`config.mk`:
```
export PLATFORM = sky130hd
export DESIGN_NAME = config_bitbang_rx
export DESIGN_NICKNAME = d
export VERILOG_FILES = /design/src/rtl/cfg_pkg.sv /design/src/rtl/cfg_sync_edge.sv /design/src/rtl/config_bitbang_rx.sv
export SDC_FILE = /design/constraint.sdc
export NUM_CORES = 1
export LEC_CHECK = 0
export ABC_AREA = 1
export BUFFER_PORTS_ARGS = -buffer_cell sky130_fd_sc_hd__buf_2
export CAP_MARGIN = 20
export CORE_ASPECT_RATIO = 0.75
export CORE_MARGIN = 2
export CORE_UTILIZATION = 65
export CTS_BUF_LIST = sky130_fd_sc_hd__clkbuf_2
export CTS_CLUSTER_DIAMETER = 30
export DETAILED_ROUTE_END_ITERATION = 8
export PLACE_DENSITY_LB_ADDON = 0.08
export SLEW_MARGIN = 20
export SYNTH_ARGS = -nofsm -noshare
export SYNTH_HDL_FRONTEND = slang
export SYNTH_HIERARCHICAL = 1
export SYNTH_SLANG_ARGS = --single-unit
export TNS_END_PERCENT = 10
```
`constraint.sdc`:
```
create_clock -name CLK -period 2.2 [get_ports CLK]
set_input_delay 0.44 -clock CLK [delete_from_list [all_inputs] [get_ports CLK]]
set_output_delay 0.44 -clock CLK [all_outputs]
set_load 0.03 [all_outputs]
```
`src/rtl/cfg_pkg.sv`:
```
// Shared constants and helpers for the bit-bang configuration receiver.
// Control patterns and the shift-register word type live here.
package cfg_pkg;

  localparam int CFG_WORD_W = 32;

  localparam logic [CFG_WORD_W-1:0] CTRL_WORD_COMMIT = 32'h0000FAB1;
  localparam logic [CFG_WORD_W-1:0] CTRL_WORD_END    = 32'h0000FAB0;

  typedef logic [CFG_WORD_W-1:0] cfg_word_t;

  // Shift one wire bit in at the LSB; the oldest bit leaves at the MSB.
  function automatic cfg_word_t shift_in(input cfg_word_t sr, input logic b);
    return {sr[CFG_WORD_W-2:0], b};
  endfunction

endpackage

```
`src/rtl/cfg_sync_edge.sv`:
```
// Multi-flop synchronizer for one asynchronous bit, with rise/fall pulses
// derived from the synchronized level and a one-cycle-delayed copy.
module cfg_sync_edge #(
  parameter int SYNC_STAGES = 2  // must be at least 2
) (
  input  logic CLK,
  input  logic resetn,
  input  logic din,
  output logic level,
  output logic rise,
  output logic fall
);

  logic [SYNC_STAGES-1:0] sync_q;
  logic                   prev_q;

  // NOTE: sequential state uses non-blocking assignments so every flop
  // samples the pre-edge value of its neighbour, giving a true shift chain.
  always_ff @(posedge CLK or negedge resetn) begin
    if (!resetn) begin
      sync_q <= '0;
      prev_q <= 1'b0;
    end else begin
      sync_q <= {sync_q[SYNC_STAGES-2:0], din};
      prev_q <= sync_q[SYNC_STAGES-1];
    end
  end

  assign level = sync_q[SYNC_STAGES-1];
  assign rise  = level & ~prev_q;
  assign fall  = ~level & prev_q;

endmodule

```
`src/rtl/config_bitbang_rx.sv`:
```
// Bit-bang configuration receiver: data bits shift on s_clk rise, control
// bits on s_clk fall; a control window equal to CTRL_WORD commits the data word.
module config_bitbang_rx
  import cfg_pkg::*;
#(
  parameter int        SYNC_STAGES    = 2,
  parameter cfg_word_t CTRL_WORD      = CTRL_WORD_COMMIT,
  parameter int        TIMEOUT_CYCLES = 4096
) (
  input  logic                  CLK,
  input  logic                  resetn,
  input  logic                  s_clk,
  input  logic                  s_data,
  output logic [CFG_WORD_W-1:0] word_o,
  output logic                  word_valid_o,
  input  logic                  word_ready_i,
  output logic                  active_o,
  output logic                  overrun_o
);

  localparam int             CNT_W       = $clog2(TIMEOUT_CYCLES + 1);
  localparam logic [CNT_W-1:0] TIMEOUT_CNT = CNT_W'(TIMEOUT_CYCLES);

  logic s_clk_level, s_clk_rise, s_clk_fall;
  logic s_data_sync, s_data_rise, s_data_fall;

  cfg_sync_edge #(.SYNC_STAGES(SYNC_STAGES)) u_sync_clk (
    .CLK    (CLK),
    .resetn (resetn),
    .din    (s_clk),
    .level  (s_clk_level),
    .rise   (s_clk_rise),
    .fall   (s_clk_fall)
  );

  // s_data goes through an identical chain so it stays aligned with s_clk.
  cfg_sync_edge #(.SYNC_STAGES(SYNC_STAGES)) u_sync_data (
    .CLK    (CLK),
    .resetn (resetn),
    .din    (s_data),
    .level  (s_data_sync),
    .rise   (s_data_rise),
    .fall   (s_data_fall)
  );

  logic unused_ok;
  assign unused_ok = &{1'b0, s_clk_level, s_data_rise, s_data_fall};

  cfg_word_t        data_sr, ctrl_sr, ctrl_next;
  logic             commit_q;
  logic             commit_match, end_match;
  logic [CNT_W-1:0] idle_cnt, idle_cnt_next;

  assign ctrl_next    = shift_in(ctrl_sr, s_data_sync);
  assign commit_match = s_clk_fall && (ctrl_next == CTRL_WORD);
  assign end_match    = s_clk_fall && (ctrl_next == CTRL_WORD_END);

  // NOTE: every always_comb output gets a default first so no path leaves it
  // unassigned, which would otherwise infer a latch.
  always_comb begin
    idle_cnt_next = idle_cnt;
    if (s_clk_rise || s_clk_fall) begin
      idle_cnt_next = '0;
    end else if (idle_cnt != TIMEOUT_CNT) begin
      idle_cnt_next = idle_cnt + CNT_W'(1);
    end
  end

  // Framing is a free-running 32-bit window; commits never clear it.
  always_ff @(posedge CLK or negedge resetn) begin
    if (!resetn) begin
      data_sr  <= '0;
      ctrl_sr  <= '0;
      commit_q <= 1'b0;
      idle_cnt <= '0;
    end else begin
      if (s_clk_rise) begin
        data_sr <= shift_in(data_sr, s_data_sync);
      end
      if (s_clk_fall) begin
        ctrl_sr <= ctrl_next;
      end
      commit_q <= commit_match;
      idle_cnt <= idle_cnt_next;
    end
  end

  // Single-entry holding register toward the frame loader.
  always_ff @(posedge CLK or negedge resetn) begin
    if (!resetn) begin
      word_o       <= '0;
      word_valid_o <= 1'b0;
      overrun_o    <= 1'b0;
    end else if (commit_q) begin
      if (!word_valid_o || word_ready_i) begin
        word_o       <= data_sr;
        word_valid_o <= 1'b1;
      end else begin
        overrun_o    <= 1'b1;
      end
    end else if (word_ready_i) begin
      word_valid_o <= 1'b0;
    end
  end

  // A commit opens the session; idle timeout or the end pattern closes it.
  always_ff @(posedge CLK or negedge resetn) begin
    if (!resetn) begin
      active_o <= 1'b0;
    end else if (commit_q) begin
      active_o <= 1'b1;
    end else if (idle_cnt_next == TIMEOUT_CNT) begin
      active_o <= 1'b0;
    end else if (end_match) begin
      active_o <= 1'b0;
    end
  end

endmodule

```
==> flow_metrics.tcl <==
set metrics [dict create \
    totalWireLength_mm 8.463 \
    cts_tree "built" \
    cpMaxStageDelayCell "dfrtp_1" \
    numCtsBuffers 17 \
    multi_input_area_um2 1413 \
    die_h_um 77.67 \
    cts_max_level 4 \
    ant_nets 0 \
    numPortBuffers 39 \
    routedWlPerCell_um 12.48 \
    drc 0 \
    first_pass_iters 5 \
    period_needed_ns 1.665 \
    vias 3502 \
    cts.sinks 117 \
    status "finished clean" \
    die-area_um2 7939 \
    fmax_mhz 600.7 \
    relSlewSlack 0.6091 \
    via_per_inst 5.165 \
    fin_tns_setup_ns 0 \
    track_usage 0.2482 \
    rsz0062_at_grt "no" \
    fill_cells 505 \
    root_buffer "clkbuf_2" \
    cp_num_buf_inv 1 \
    slew_violations 0 \
    start_kind "flop" \
    antenna_found_initial 0 \
    fp.dieW_um 102.2 \
    p_total_mw 3.638 \
    fin_cells 678 \
    cp_data_required_time_ns 1.76 \
    worstPathCellList "buf_2" \
    final_util 0.7560 \
    final_cell_mix "nand2_1, dfrtp_1, o21ai_0" \
    area_delta_synth_final_pct 10.85 \
    worstPathMaxFanout 2 \
    hold_viol 0 \
    initial_core_util 0.6820 \
    synth_area_um2 4703 \
    worstPathArrival_ns 1.22 \
    layout_commonest_cell "nand2_1" \
    antenna_cells 0 \
    layout-drive-gt1-share 0.1500 \
    coreArea_um2 6897 \
    setup.worst_path.end_class "output port" \
    post-cts-setup-buffers 0 \
    syn-num-nets 524 \
    syn_inst 517 \
    grt_pass1_wl_mm 15.13 \
    clk_transition_reported_paths_ns 0.14 \
    cellPowerDensity_nw_per_um2 697.8 \
    seqCellArea_um2 2928 \
    slowest_delay_ns 0.42 \
    overflow 0 \
    tightest_slew_ns 0.5863 \
    grt_pass1_vias 3533 \
    ioPinCount 40 \
    placedCellCount 644 \
    hold_class "input pin to flop" \
    setup_viol 0 \
    crit_family "flip-flops" \
    cts_resized 0 \
    ir_drop_mv 0.4717 \
    synth_warnings 6 \
    fp-row-count 26 \
    dp.final_hpwl_mm 5.896 \
    nets 575 \
    grt_max_degree 65 \
    avgSynthCellArea_um2 9.097 \
    gp_congestion 0.8631 \
    worstSkewPairLatency_ns 0.63 \
    crit_type "flop to output port" \
    timing.final.crit_share 0.7567 \
    cts_max_path_buffers 2 \
    drt_iter0_markers 227 \
    skew_ns 0.02687 \
    leakage_nw 2.638 \
    cap_violations 0 \
]
## metal layers
layer / GRT usage / wire, um
met5: 0 / 0
met4: 0.08800 / 93
met3: 0.08739 / 500
met2: 0.3763 / 3871
met1: 0.3354 / 3997
## path summary, 6_finish.rpt
check,startpoint,endpoint,slack (ns),depth (start not counted)
max,word_o[1],word_o[1],0.54,1
min,word_ready_i,word_valid_o,0.10,4
max reg2reg,idle_cnt[0],active_o,0.54,10
min reg2reg,u_sync_clk/sync_q[0],u_sync_clk/sync_q[1],0.37,0
max in group asynchronous,resetn,ctrl_sr[19],1.20,3
min in group asynchronous,resetn,ctrl_sr[29],0.33,2
## area by class of cell
cell class              count  share of cell area
flip-flops and latches    117              0.5616
well taps                  98             0.02352
inverters                  77             0.05544
repair buffers             52             0.06048
clock inverters            10            0.007919
clock buffers              21             0.02016
multi-input cells         303              0.2709
## where the power goes
group,leakage (nW),total (mW),internal (mW),switching (mW)
Sequential,1.60,2.36,2.28,0.0788
Combinational,0.925,0.301,0.0945,0.206
Clock,0.110,0.982,0.273,0.709
Total,2.64,3.64,2.64,0.994
## flip-flops by register name, indices dropped and copies added, names as in the netlist
register            flops
u_sync_clk/sync_q       2
commit_q                1
data_sr                32
idle_cnt               13
ctrl_sr                31
u_sync_clk/prev_q       1
u_sync_data/sync_q      2
word_o                 32
overrun_o               1
word_valid_o            1
active_o                1
## what timing repair did
action	CTS	global route
hold buffers	3	0
hold endpoints to repair	44	0
endpoints found under the setup margin	0	0
## stage by stage
| stage | hold WS (ns) | worst slack (ns) | cell area [um2] |
|---|---|---|---|
| 2_1_floorplan | 0.1444 | 0.7376 | 4703 |
| 3_3_place_gp | 0.3314 | 0.6224 | 5037 |
| 3_5_place_dp | 0.3347 | 0.5495 | 5037 |
| 4_1_cts | 0.05857 | 0.4739 | 5214 |
| 5_1_grt | 0.07792 | 0.3501 | 5214 |
| 6_report | 0.1024 | 0.5352 | 5214 |
No activity file was read; power rests on OpenSTA's default activity.
